`src/rtl/spi_slave_fsm_if.sv`:
```
// Bus bundle between the SPI slave front end, the SPI master pins and the
// memory block. The slave modport is the view seen by spi_slave_fsm. The
// master modport is the view seen by whatever drives the pins and the
// memory side.
interface spi_slave_fsm_if #(
    parameter int ADDR_SIZE = 8
);
    logic                   SS_n;
    logic                   MOSI;
    logic                   MISO;
    logic [ADDR_SIZE+1:0]   rx_data;
    logic                   rx_valid;
    logic [ADDR_SIZE-1:0]   tx_data;
    logic                   tx_valid;
    logic                   cmd_err;

    modport slave (
        input  SS_n,
        input  MOSI,
        input  tx_data,
        input  tx_valid,
        output MISO,
        output rx_data,
        output rx_valid,
        output cmd_err
    );

    modport master (
        output SS_n,
        output MOSI,
        output tx_data,
        output tx_valid,
        input  MISO,
        input  rx_data,
        input  rx_valid,
        input  cmd_err
    );
endinterface

```
`src/rtl/spi_slave_fsm.sv`:
```
// SPI slave front end: deserialises MOSI frames into command words for the
// on-chip memory and serialises read data back on MISO.
//
// The serial bit clock is clk itself. Reset is synchronous and active-low.
//
// Optional build macro SPI_CMD_CHECK_EN: when defined, the two code bits of
// each completed word are checked against the state that received it. A
// mismatching word is dropped and flagged with a one-cycle cmd_err pulse.
// When undefined, words are forwarded verbatim and cmd_err is tied low.
//
// state     | meaning
// ----------+------------------------------------------------------------
// IDLE      | no frame; waits for SS_n low
// CHK_CMD   | samples word bit 9 and picks the word type
// WRITE     | receives bits 8..0 of a write-address/data word
// READ_ADD  | receives bits 8..0 of a read-address word
// READ_DATA | receives a read-data word, waits for tx_valid, shifts MISO
module spi_slave_fsm #(
    parameter int ADDR_SIZE = 8
) (
    input  logic           clk,
    input  logic           rst_n,
    spi_slave_fsm_if.slave bus
);

    localparam int W  = ADDR_SIZE + 2;
    localparam int CW = $clog2(W);
    localparam int TW = $clog2(ADDR_SIZE);

    typedef enum logic [2:0] {
        IDLE      = 3'd0,
        CHK_CMD   = 3'd1,
        WRITE     = 3'd2,
        READ_ADD  = 3'd3,
        READ_DATA = 3'd4
    } state_t;

    state_t                 state, state_nxt;
    logic [CW-1:0]          bit_cnt, bit_cnt_nxt;
    logic [W-2:0]           rx_shift, rx_shift_nxt;
    logic [W-1:0]           rx_data_q, rx_data_nxt;
    logic                   rx_valid_q, rx_valid_nxt;
    logic                   miso_q, miso_nxt;
    logic                   rd_addr_flag, rd_addr_flag_nxt;
    logic                   word_done, word_done_nxt;
    logic                   tx_wait, tx_wait_nxt;
    logic                   tx_active, tx_active_nxt;
    logic [ADDR_SIZE-2:0]   tx_shift, tx_shift_nxt;
    logic [TW-1:0]          tx_cnt, tx_cnt_nxt;
    logic [W-1:0]           word;
    logic                   word_ok;
`ifdef SPI_CMD_CHECK_EN
    logic                   cmd_err_q, cmd_err_nxt;
`endif

    // The word as it stands once the bit currently on MOSI is taken in.
    assign word = {rx_shift, bus.MOSI};

`ifdef SPI_CMD_CHECK_EN
    // Code bits must agree with the state that is receiving the word.
    always_comb begin
        word_ok = 1'b1;
        case (state)
            WRITE:     word_ok = ~word[W-1];
            READ_ADD:  word_ok = (word[W-1:W-2] == 2'b10);
            READ_DATA: word_ok = (word[W-1:W-2] == 2'b11);
            default:   word_ok = 1'b1;
        endcase
    end
`else
    assign word_ok = 1'b1;
`endif

    // Next-state and next-output decode for the frame sequencer.
    always_comb begin
        state_nxt        = state;
        bit_cnt_nxt      = bit_cnt;
        rx_shift_nxt     = rx_shift;
        rx_data_nxt      = rx_data_q;
        rx_valid_nxt     = 1'b0;
        miso_nxt         = miso_q;
        rd_addr_flag_nxt = rd_addr_flag;
        word_done_nxt    = word_done;
        tx_wait_nxt      = tx_wait;
        tx_active_nxt    = tx_active;
        tx_shift_nxt     = tx_shift;
        tx_cnt_nxt       = tx_cnt;
`ifdef SPI_CMD_CHECK_EN
        cmd_err_nxt      = 1'b0;
`endif

        if ((state != IDLE) && bus.SS_n) begin
            // Frame aborted: drop any partial word, keep rd_addr_flag.
            state_nxt     = IDLE;
            bit_cnt_nxt   = '0;
            word_done_nxt = 1'b0;
            tx_wait_nxt   = 1'b0;
            tx_active_nxt = 1'b0;
            tx_cnt_nxt    = '0;
            miso_nxt      = 1'b0;
        end else begin
            case (state)
                IDLE: begin
                    if (!bus.SS_n) begin
                        state_nxt = CHK_CMD;
                    end
                end

                CHK_CMD: begin
                    rx_shift_nxt = {{(W-2){1'b0}}, bus.MOSI};
                    bit_cnt_nxt  = CW'(ADDR_SIZE + 1);
                    if (!bus.MOSI) begin
                        state_nxt = WRITE;
                    end else if (rd_addr_flag) begin
                        state_nxt = READ_DATA;
                    end else begin
                        state_nxt = READ_ADD;
                    end
                end

                WRITE, READ_ADD, READ_DATA: begin
                    if (!word_done) begin
                        rx_shift_nxt = word[W-2:0];
                        bit_cnt_nxt  = bit_cnt - 1'b1;
                        if (bit_cnt == CW'(1)) begin
                            word_done_nxt = 1'b1;
                            if (word_ok) begin
                                rx_data_nxt  = word;
                                rx_valid_nxt = 1'b1;
                                if (state == READ_ADD) begin
                                    rd_addr_flag_nxt = 1'b1;
                                end
                                if (state == READ_DATA) begin
                                    rd_addr_flag_nxt = 1'b0;
                                    tx_wait_nxt      = 1'b1;
                                end
                            end
`ifdef SPI_CMD_CHECK_EN
                            else begin
                                cmd_err_nxt = 1'b1;
                            end
`endif
                        end
                    end else if (tx_wait) begin
                        // Only READ_DATA ever sets tx_wait; tx_valid is
                        // ignored everywhere else.
                        if (bus.tx_valid) begin
                            tx_wait_nxt   = 1'b0;
                            tx_active_nxt = 1'b1;
                            miso_nxt      = bus.tx_data[ADDR_SIZE-1];
                            tx_shift_nxt  = bus.tx_data[ADDR_SIZE-2:0];
                            tx_cnt_nxt    = TW'(ADDR_SIZE - 1);
                        end
                    end else if (tx_active) begin
                        if (tx_cnt != '0) begin
                            miso_nxt     = tx_shift[ADDR_SIZE-2];
                            tx_shift_nxt = {tx_shift[ADDR_SIZE-3:0], 1'b0};
                            tx_cnt_nxt   = tx_cnt - 1'b1;
                        end else begin
                            miso_nxt      = 1'b0;
                            tx_active_nxt = 1'b0;
                        end
                    end
                end

                default: begin
                    state_nxt = IDLE;
                end
            endcase
        end
    end

    // State and output registers with synchronous active-low reset.
    always_ff @(posedge clk) begin
        if (!rst_n) begin
            state        <= IDLE;
            bit_cnt      <= '0;
            rx_shift     <= '0;
            rx_data_q    <= '0;
            rx_valid_q   <= 1'b0;
            miso_q       <= 1'b0;
            rd_addr_flag <= 1'b0;
            word_done    <= 1'b0;
            tx_wait      <= 1'b0;
            tx_active    <= 1'b0;
            tx_shift     <= '0;
            tx_cnt       <= '0;
`ifdef SPI_CMD_CHECK_EN
            cmd_err_q    <= 1'b0;
`endif
        end else begin
            state        <= state_nxt;
            bit_cnt      <= bit_cnt_nxt;
            rx_shift     <= rx_shift_nxt;
            rx_data_q    <= rx_data_nxt;
            rx_valid_q   <= rx_valid_nxt;
            miso_q       <= miso_nxt;
            rd_addr_flag <= rd_addr_flag_nxt;
            word_done    <= word_done_nxt;
            tx_wait      <= tx_wait_nxt;
            tx_active    <= tx_active_nxt;
            tx_shift     <= tx_shift_nxt;
            tx_cnt       <= tx_cnt_nxt;
`ifdef SPI_CMD_CHECK_EN
            cmd_err_q    <= cmd_err_nxt;
`endif
        end
    end

    assign bus.MISO     = miso_q;
    assign bus.rx_data  = rx_data_q;
    assign bus.rx_valid = rx_valid_q;
`ifdef SPI_CMD_CHECK_EN
    assign bus.cmd_err  = cmd_err_q;
`else
    assign bus.cmd_err  = 1'b0;
`endif

endmodule
```
`src/flat_wrapper.sv`:
```
// flat-port wrapper written by rule: the top's interface ports become plain ports
module spi_slave_fsm_flat 
#(
    parameter int ADDR_SIZE = 8
)
  (clk, rst_n, bus_SS_n, bus_MOSI, bus_tx_data, bus_tx_valid, bus_MISO, bus_rx_data, bus_rx_valid, bus_cmd_err);
  spi_slave_fsm_if #(.ADDR_SIZE(ADDR_SIZE)) bus_i ();
  input  logic clk;
  input  logic rst_n;
  input wire logic [$bits(bus_i.SS_n)-1:0] bus_SS_n;
  input wire logic [$bits(bus_i.MOSI)-1:0] bus_MOSI;
  input wire logic [$bits(bus_i.tx_data)-1:0] bus_tx_data;
  input wire logic [$bits(bus_i.tx_valid)-1:0] bus_tx_valid;
  output wire logic [$bits(bus_i.MISO)-1:0] bus_MISO;
  output wire logic [$bits(bus_i.rx_data)-1:0] bus_rx_data;
  output wire logic [$bits(bus_i.rx_valid)-1:0] bus_rx_valid;
  output wire logic [$bits(bus_i.cmd_err)-1:0] bus_cmd_err;
  assign bus_i.SS_n = bus_SS_n;
  assign bus_i.MOSI = bus_MOSI;
  assign bus_i.tx_data = bus_tx_data;
  assign bus_i.tx_valid = bus_tx_valid;
  assign bus_MISO = bus_i.MISO;
  assign bus_rx_data = bus_i.rx_data;
  assign bus_rx_valid = bus_i.rx_valid;
  assign bus_cmd_err = bus_i.cmd_err;
  spi_slave_fsm #(.ADDR_SIZE(ADDR_SIZE)) u_core (.clk(clk), .rst_n(rst_n), .bus(bus_i));
endmodule
```
`config.mk`:
```
export PLATFORM = sky130hd
export DESIGN_NAME = spi_slave_fsm_flat
export DESIGN_NICKNAME = d
export VERILOG_FILES = /design/src/rtl/spi_slave_fsm_if.sv /design/src/rtl/spi_slave_fsm.sv /design/src/flat_wrapper.sv
export SDC_FILE = /design/constraint.sdc
export NUM_CORES = 1
export LEC_CHECK = 0
export ABC_AREA = 1
export CORE_MARGIN = 2
export CORE_UTILIZATION = 50
export CTS_BUF_LIST = sky130_fd_sc_hd__clkbuf_8
export DETAILED_ROUTE_END_ITERATION = 10
export GPL_ROUTABILITY_DRIVEN = 0
export HOLD_SLACK_MARGIN = 0.06
export PLACE_DENSITY = 0.85
export SLEW_MARGIN = 10
export SYNTH_ARGS = -nofsm -noshare
export SYNTH_HDL_FRONTEND = slang
export SYNTH_SLANG_ARGS = --single-unit
```
`constraint.sdc`:
```
create_clock -name clk -period 2.6 [get_ports clk]
set_input_delay 0.65 -clock clk [delete_from_list [all_inputs] [get_ports clk]]
set_output_delay 0.65 -clock clk [all_outputs]
set_load 0.005 [all_outputs]
```
Yosys cells after proc, flatten, opt, wreduce, memory -nomap -nowiden
Cells that the tools add are included.
{"block": "totals", "regBits": 42, "output_inout_bits": 13, "word_cells": 82, "inputBits": 13}
{"block": "op_classes", "n_reduce_logical": 23, "n_eq_ne": 8, "n_mux": 33, "add_sub_neg": 2, "n_bitwise": 4}
{"cell": "2-to-1 mux 7 bit", "n": 4}
{"cell": "2-to-1 mux 3 bit", "n": 7}
{"cell": "one-hot mux 9 bit (2 select lines)", "n": 1}
{"cell": "2-to-1 mux 1 bit", "n": 17}
{"cell": "nonzero test 2 bit", "n": 6}
{"cell": "AND reduction 5 bit", "n": 2}
{"cell": "2-to-1 mux 9 bit", "n": 1}
{"cell": "one-hot mux 3 bit (3 select lines)", "n": 1}
{"cell": "AND reduction 3 bit", "n": 3}
{"cell": "one-hot mux 4 bit (2 select lines)", "n": 1}
{"cell": "AND reduction 4 bit", "n": 2}
{"cell": "equality test 3 x 2 -> 1 bit, second input constant", "n": 2}
{"cell": "inequality test 2 bit, second input constant", "n": 3}
{"cell": "AND reduction 6 bit", "n": 1}
{"cell": "nonzero test 3 bit", "n": 2}
{"cell": "equality test 4 x 1 -> 1 bit, second input constant", "n": 1}
{"cell": "2-to-1 mux 4 bit", "n": 1}
{"cell": "NOT 1 bit", "n": 4}
{"cell": "AND reduction 2 bit", "n": 2}
{"cell": "OR reduction 4 bit", "n": 1}
{"cell": "subtractor 4 x 1 -> 4 bit, second input constant", "n": 1}
{"cell": "equality test 3 x 1 -> 1 bit, second input constant", "n": 1}
{"cell": "equality test 3 bit, second input constant", "n": 1}
{"cell": "logical NOT 3 bit", "n": 1}
{"cell": "other kinds (4)", "n": 4}

Logic depth before layout (Yosys ltp)
{"block": "depth", "depth_word": 4, "mapped_depth": 11}

Worst setup path before layout
OpenSTA, ideal clock, no wires.
{"block": "synth_timing", "kind": "input-to-reg", "from": "in rst_n", "to": "reg u_core.bit_cnt[2]", "required_time_ps": 2536, "t_arrival_ps": 1342, "stages": 6, "path_buffers": 0, "path_slack_ps": 1195, "setup_time_ps": 64, "path_cell_list": "clkinv_1 nor2_8 inv_2 nor2_1 nand2_1 nor2_1"}
{"block": "synth_via", "elab_chain_len": 2}
{"item": "start: declaration", "line_no": "flat_wrapper.sv:9", "text": "input logic rst_n;"}
{"item": "NOT 1 bit (no line)"}
{"item": "OR reduction 2 bit (no line)"}
{"item": "end signal: assignment", "line_no": "spi_slave_fsm.sv:193", "text": "bit_cnt <= bit_cnt_nxt;"}
{"item": "end: declaration", "line_no": "spi_slave_fsm.sv:39", "text": "logic [CW-1:0] bit_cnt, bit_cnt_nxt;"}
No other way between the ends.
A chain may end at the register's enable or synchronous reset.

Worst setup path after layout
{"block": "layout_timing", "from": "in bus_SS_n", "to": "reg u_core.rx_data_q[9], in the netlist u_core.bus.rx_data[9]"}
{"block": "layout_via", "elab_chain_len": 3}
{"item": "start: declaration", "line_no": "flat_wrapper.sv:10", "text": "input wire logic [$bits(bus_i.SS_n)-1:0] bus_SS_n;"}
{"item": "logical AND 1 bit", "line_no": "spi_slave_fsm.sv:92", "text": "if ((state != IDLE) && bus.SS_n) begin"}
{"item": "NOT 1 bit (no line)"}
{"item": "AND reduction 4 bit (no line)"}
{"item": "end signal: assignment", "line_no": "spi_slave_fsm.sv:195", "text": "rx_data_q <= rx_data_nxt;"}
{"item": "end: declaration", "line_no": "spi_slave_fsm.sv:41", "text": "logic [W-1:0] rx_data_q, rx_data_nxt;"}
No other way between the ends.

==> summary.md <==
| Metric | Value |
|---|---|
| Leakage Power | `0.980 nW` |
| Syn_area_per_cell | `7.62 µm²` |
| Count leader, synth | `nand2_1` |
| Mapped Area | `1960 µm²` |
| Asr flop ratio synth | `0%` |
| Reg2reg setup slack | `950 ps` |
| Total GRT Usage | `19.1%` |
| Share of cells above drive strength 1 | `9.93%` |
| Hold_buf cts | `0` |
| Via count | `1624` |
| CTS H-tree lvls | `2` |
| DRT Wirelength | `3840 µm` |
| Clock Skews | `1.31 ps` |
| Worst VDD drop | `0.358 mV` |
| Minimum clock period | `1860 ps` |
| Yosys Warn Count | `0` |
| Seq cells post-synth | `42` |
| Initial drt markers | `64` |
| CTS tree | `built` |
| Commonest cells in the netlist | `nand2_1 (53), nor2_1 (51), dfxtp_1 (42)` |
| Relative slew margins | `56.5%` |
| Footprint of the multi-input gates | `965 µm²` |
| Final hold viol count | `0` |
| Critical path data arrival time | `2050 ps` |
| Number of synthesized flops with an enable pin | `0` |
| First-pass GRT wire length | `6450 µm` |
| Synth area leader | `dfxtp_1` |
| Post-synthesis cell count | `257` |
| Fillers | `343` |
| Design area | `2320 µm²` |
| Drt pass-1 iters | `4` |
| Fmax | `537 MHz` |
| Initial Utilization | `52.7%` |
| Sequential share of the synthesized area | `42.9%` |
| Vias in the first global route | `1486` |
| Max-Cap Viols | `0` |
| Core Util, Final | `62.4%` |
| Port buffer count | `24` |
| Gr ovfl total | `0` |
| Syn Nets | `274` |
| Bufs on Longest Clock Path | `2` |
| Measured slew at the worst slew-check pin | `652 ps` |
| Residual DRC | `0` |
| Clk root buf | `clkbuf_8` |
| Critical Path Start Type | `input pin` |
| Placed inst area | `2210 µm²` |
| Core ar. | `3720 µm²` |
| Final #Nets | `299` |
| Setup TNS | `0 ps` |
| Worst Hold Class | `register to register` |
| Synth area leaders | `dfxtp_1 (43%), nand2_1 (10%), nor2_1 (9.8%)` |
| CP Class | `input pin to register` |
| Fin. max-slew vios | `0` |
| Post-synth top area share | `42.9%` |
| Final setup vio count | `0` |
| Post-cts gate resize count | `0` |
| RSZ-0062 raised after global routing | `no` |
| Pin count of the biggest net entering global routing | `22` |
| CP max FO | `13` |
| PwrDens | `610 nW/µm²` |
| Initial antenna violation count | `0` |
| Cts bufs inserted | `5` |
| Area Growth Syn to Fin | `18.4%` |
| Ports | `26` |
| Row count | `22` |
| Unique masters post-synth | `30` |
| Antenna cells | `0` |
| Worst endpoint required time | `2790 ps` |
| Worst-Skew Late Latency | `290 ps` |
| Die Height | `66.6 µm` |
| Final hold slack | `475 ps` |
| HPWL Detailed | `2670 µm` |
| Result of the run | `finished, final reports clean` |
| Period utilisation layout | `71.6%` |
| Register Area | `841 µm²` |
| Critical Path Sink Type | `register` |
| Vias/cell | `4.92` |
| Die ar. | `4430 µm²` |
| WL/cell | `11.6 µm` |
| Die width | `66.6 µm` |
| Antenna Nets Post-Route | `0` |
| Clock Pin Slew Worst Setup and Hold Paths | `70 ps` |
| Post-CTS Setup Bufs | `0` |
| Main flop type after synthesis | `dfxtp_1` |
| Clk sinks | `42` |
## placed cells by master, fill, tap and decap left out, types with 6 or more instances in the layout
master	netlist	final
o21ai_0	8	8
nand2_1	53	53
nand3_1	22	22
nor2_1	51	51
a21oi_1	15	15
o21ai_1	6	6
clkbuf_8	0	6
mux2i_1	6	6
dfxtp_1	42	42
clkdlybuf4s50_1	0	24
inv_1	17	17
## power breakdown
| part | internal [mW] | switching [mW] |
|---|---|---|
| sequential | 0.666 | 0.0170 |
| clock | 0.307 | 0.211 |
| combinational | 0.0789 | 0.133 |
| total | 1.05 | 0.361 |
## sequential cells by signal (all words and copies together), names as in the netlist, 3 cells and up
name / flops
u_core.state: 3
u_core.rx_shift: 9
u_core.tx_shift: 7
u_core.bit_cnt: 4
u_core.tx_cnt: 3
u_core.bus.rx_data: 10
## cell families (layout without fill, tap and decap cells)
| group | after synthesis | in the layout | share of synthesized area (%) |
|---|---|---|---|
| adder cells (fa/ha/maj) | 4 | 4 | 2.56 |
| buffers and inverters | 29 | 54 | 7.80 |
| AND/OR/NAND/NOR | 145 | 145 | 35.7 |
| AO/OA/AOI/OAI | 30 | 30 | 7.80 |
| multiplexers | 6 | 6 | 3.07 |
| flip-flops | 42 | 42 | 42.9 |
| other | 1 | 1 | 0.192 |
## final timing paths
kind                                                 startpoint                            endpoint  cells after the start
worst max-delay path                                   bus_SS_n  u_core.bus.rx_data[9]$_SDFFE_PN0P_                      7
worst min-delay path            u_core.tx_shift[0]$_SDFFE_PN0P_     u_core.tx_shift[0]$_SDFFE_PN0P_                      2
worst max register to register   u_core.bit_cnt[1]$_SDFFE_PP0P_  u_core.bus.rx_data[9]$_SDFFE_PN0P_                      9
worst min register to register  u_core.tx_shift[0]$_SDFFE_PN0P_     u_core.tx_shift[0]$_SDFFE_PN0P_                      2
## worst max-delay path, stage by stage
cell	delay (ps)
clkdlybuf4s50_1	510
nand2_8	170
nand2_4	60
nor2_4	280
inv_2	160
nor2_1	150
nor2_1	60
## per-stage QoR
stage / std cells / setup slack (ps) / total power, mW
2_1_floorplan: 257 / 1190 / 0.847
3_3_place_gp: 323 / 448 / 0.904
3_5_place_dp: 323 / 431 / 0.908
4_1_cts: 330 / 710 / 1.43
5_1_grt: 330 / 639 / 1.48
6_report: 330 / 738 / 1.41
## metal layers
metal / part of all wire, % / track usage (%)
met1: 47 / 23.7
met2: 47 / 31.8
met3: 4.6 / 4.05
met4: 1.8 / 8.42
met5: 0 / 0
## final cells by class
type                    count  share of cell area (%)
well taps                  48                    2.59
multi-input cells         186                    41.6
inverters                  22                    3.99
repair buffers             25                    10.7
clock inverters             1                    1.30
flip-flops and latches     42                    36.3
clock buffers               6                    3.56
Power figures use the tool's default switching activity.
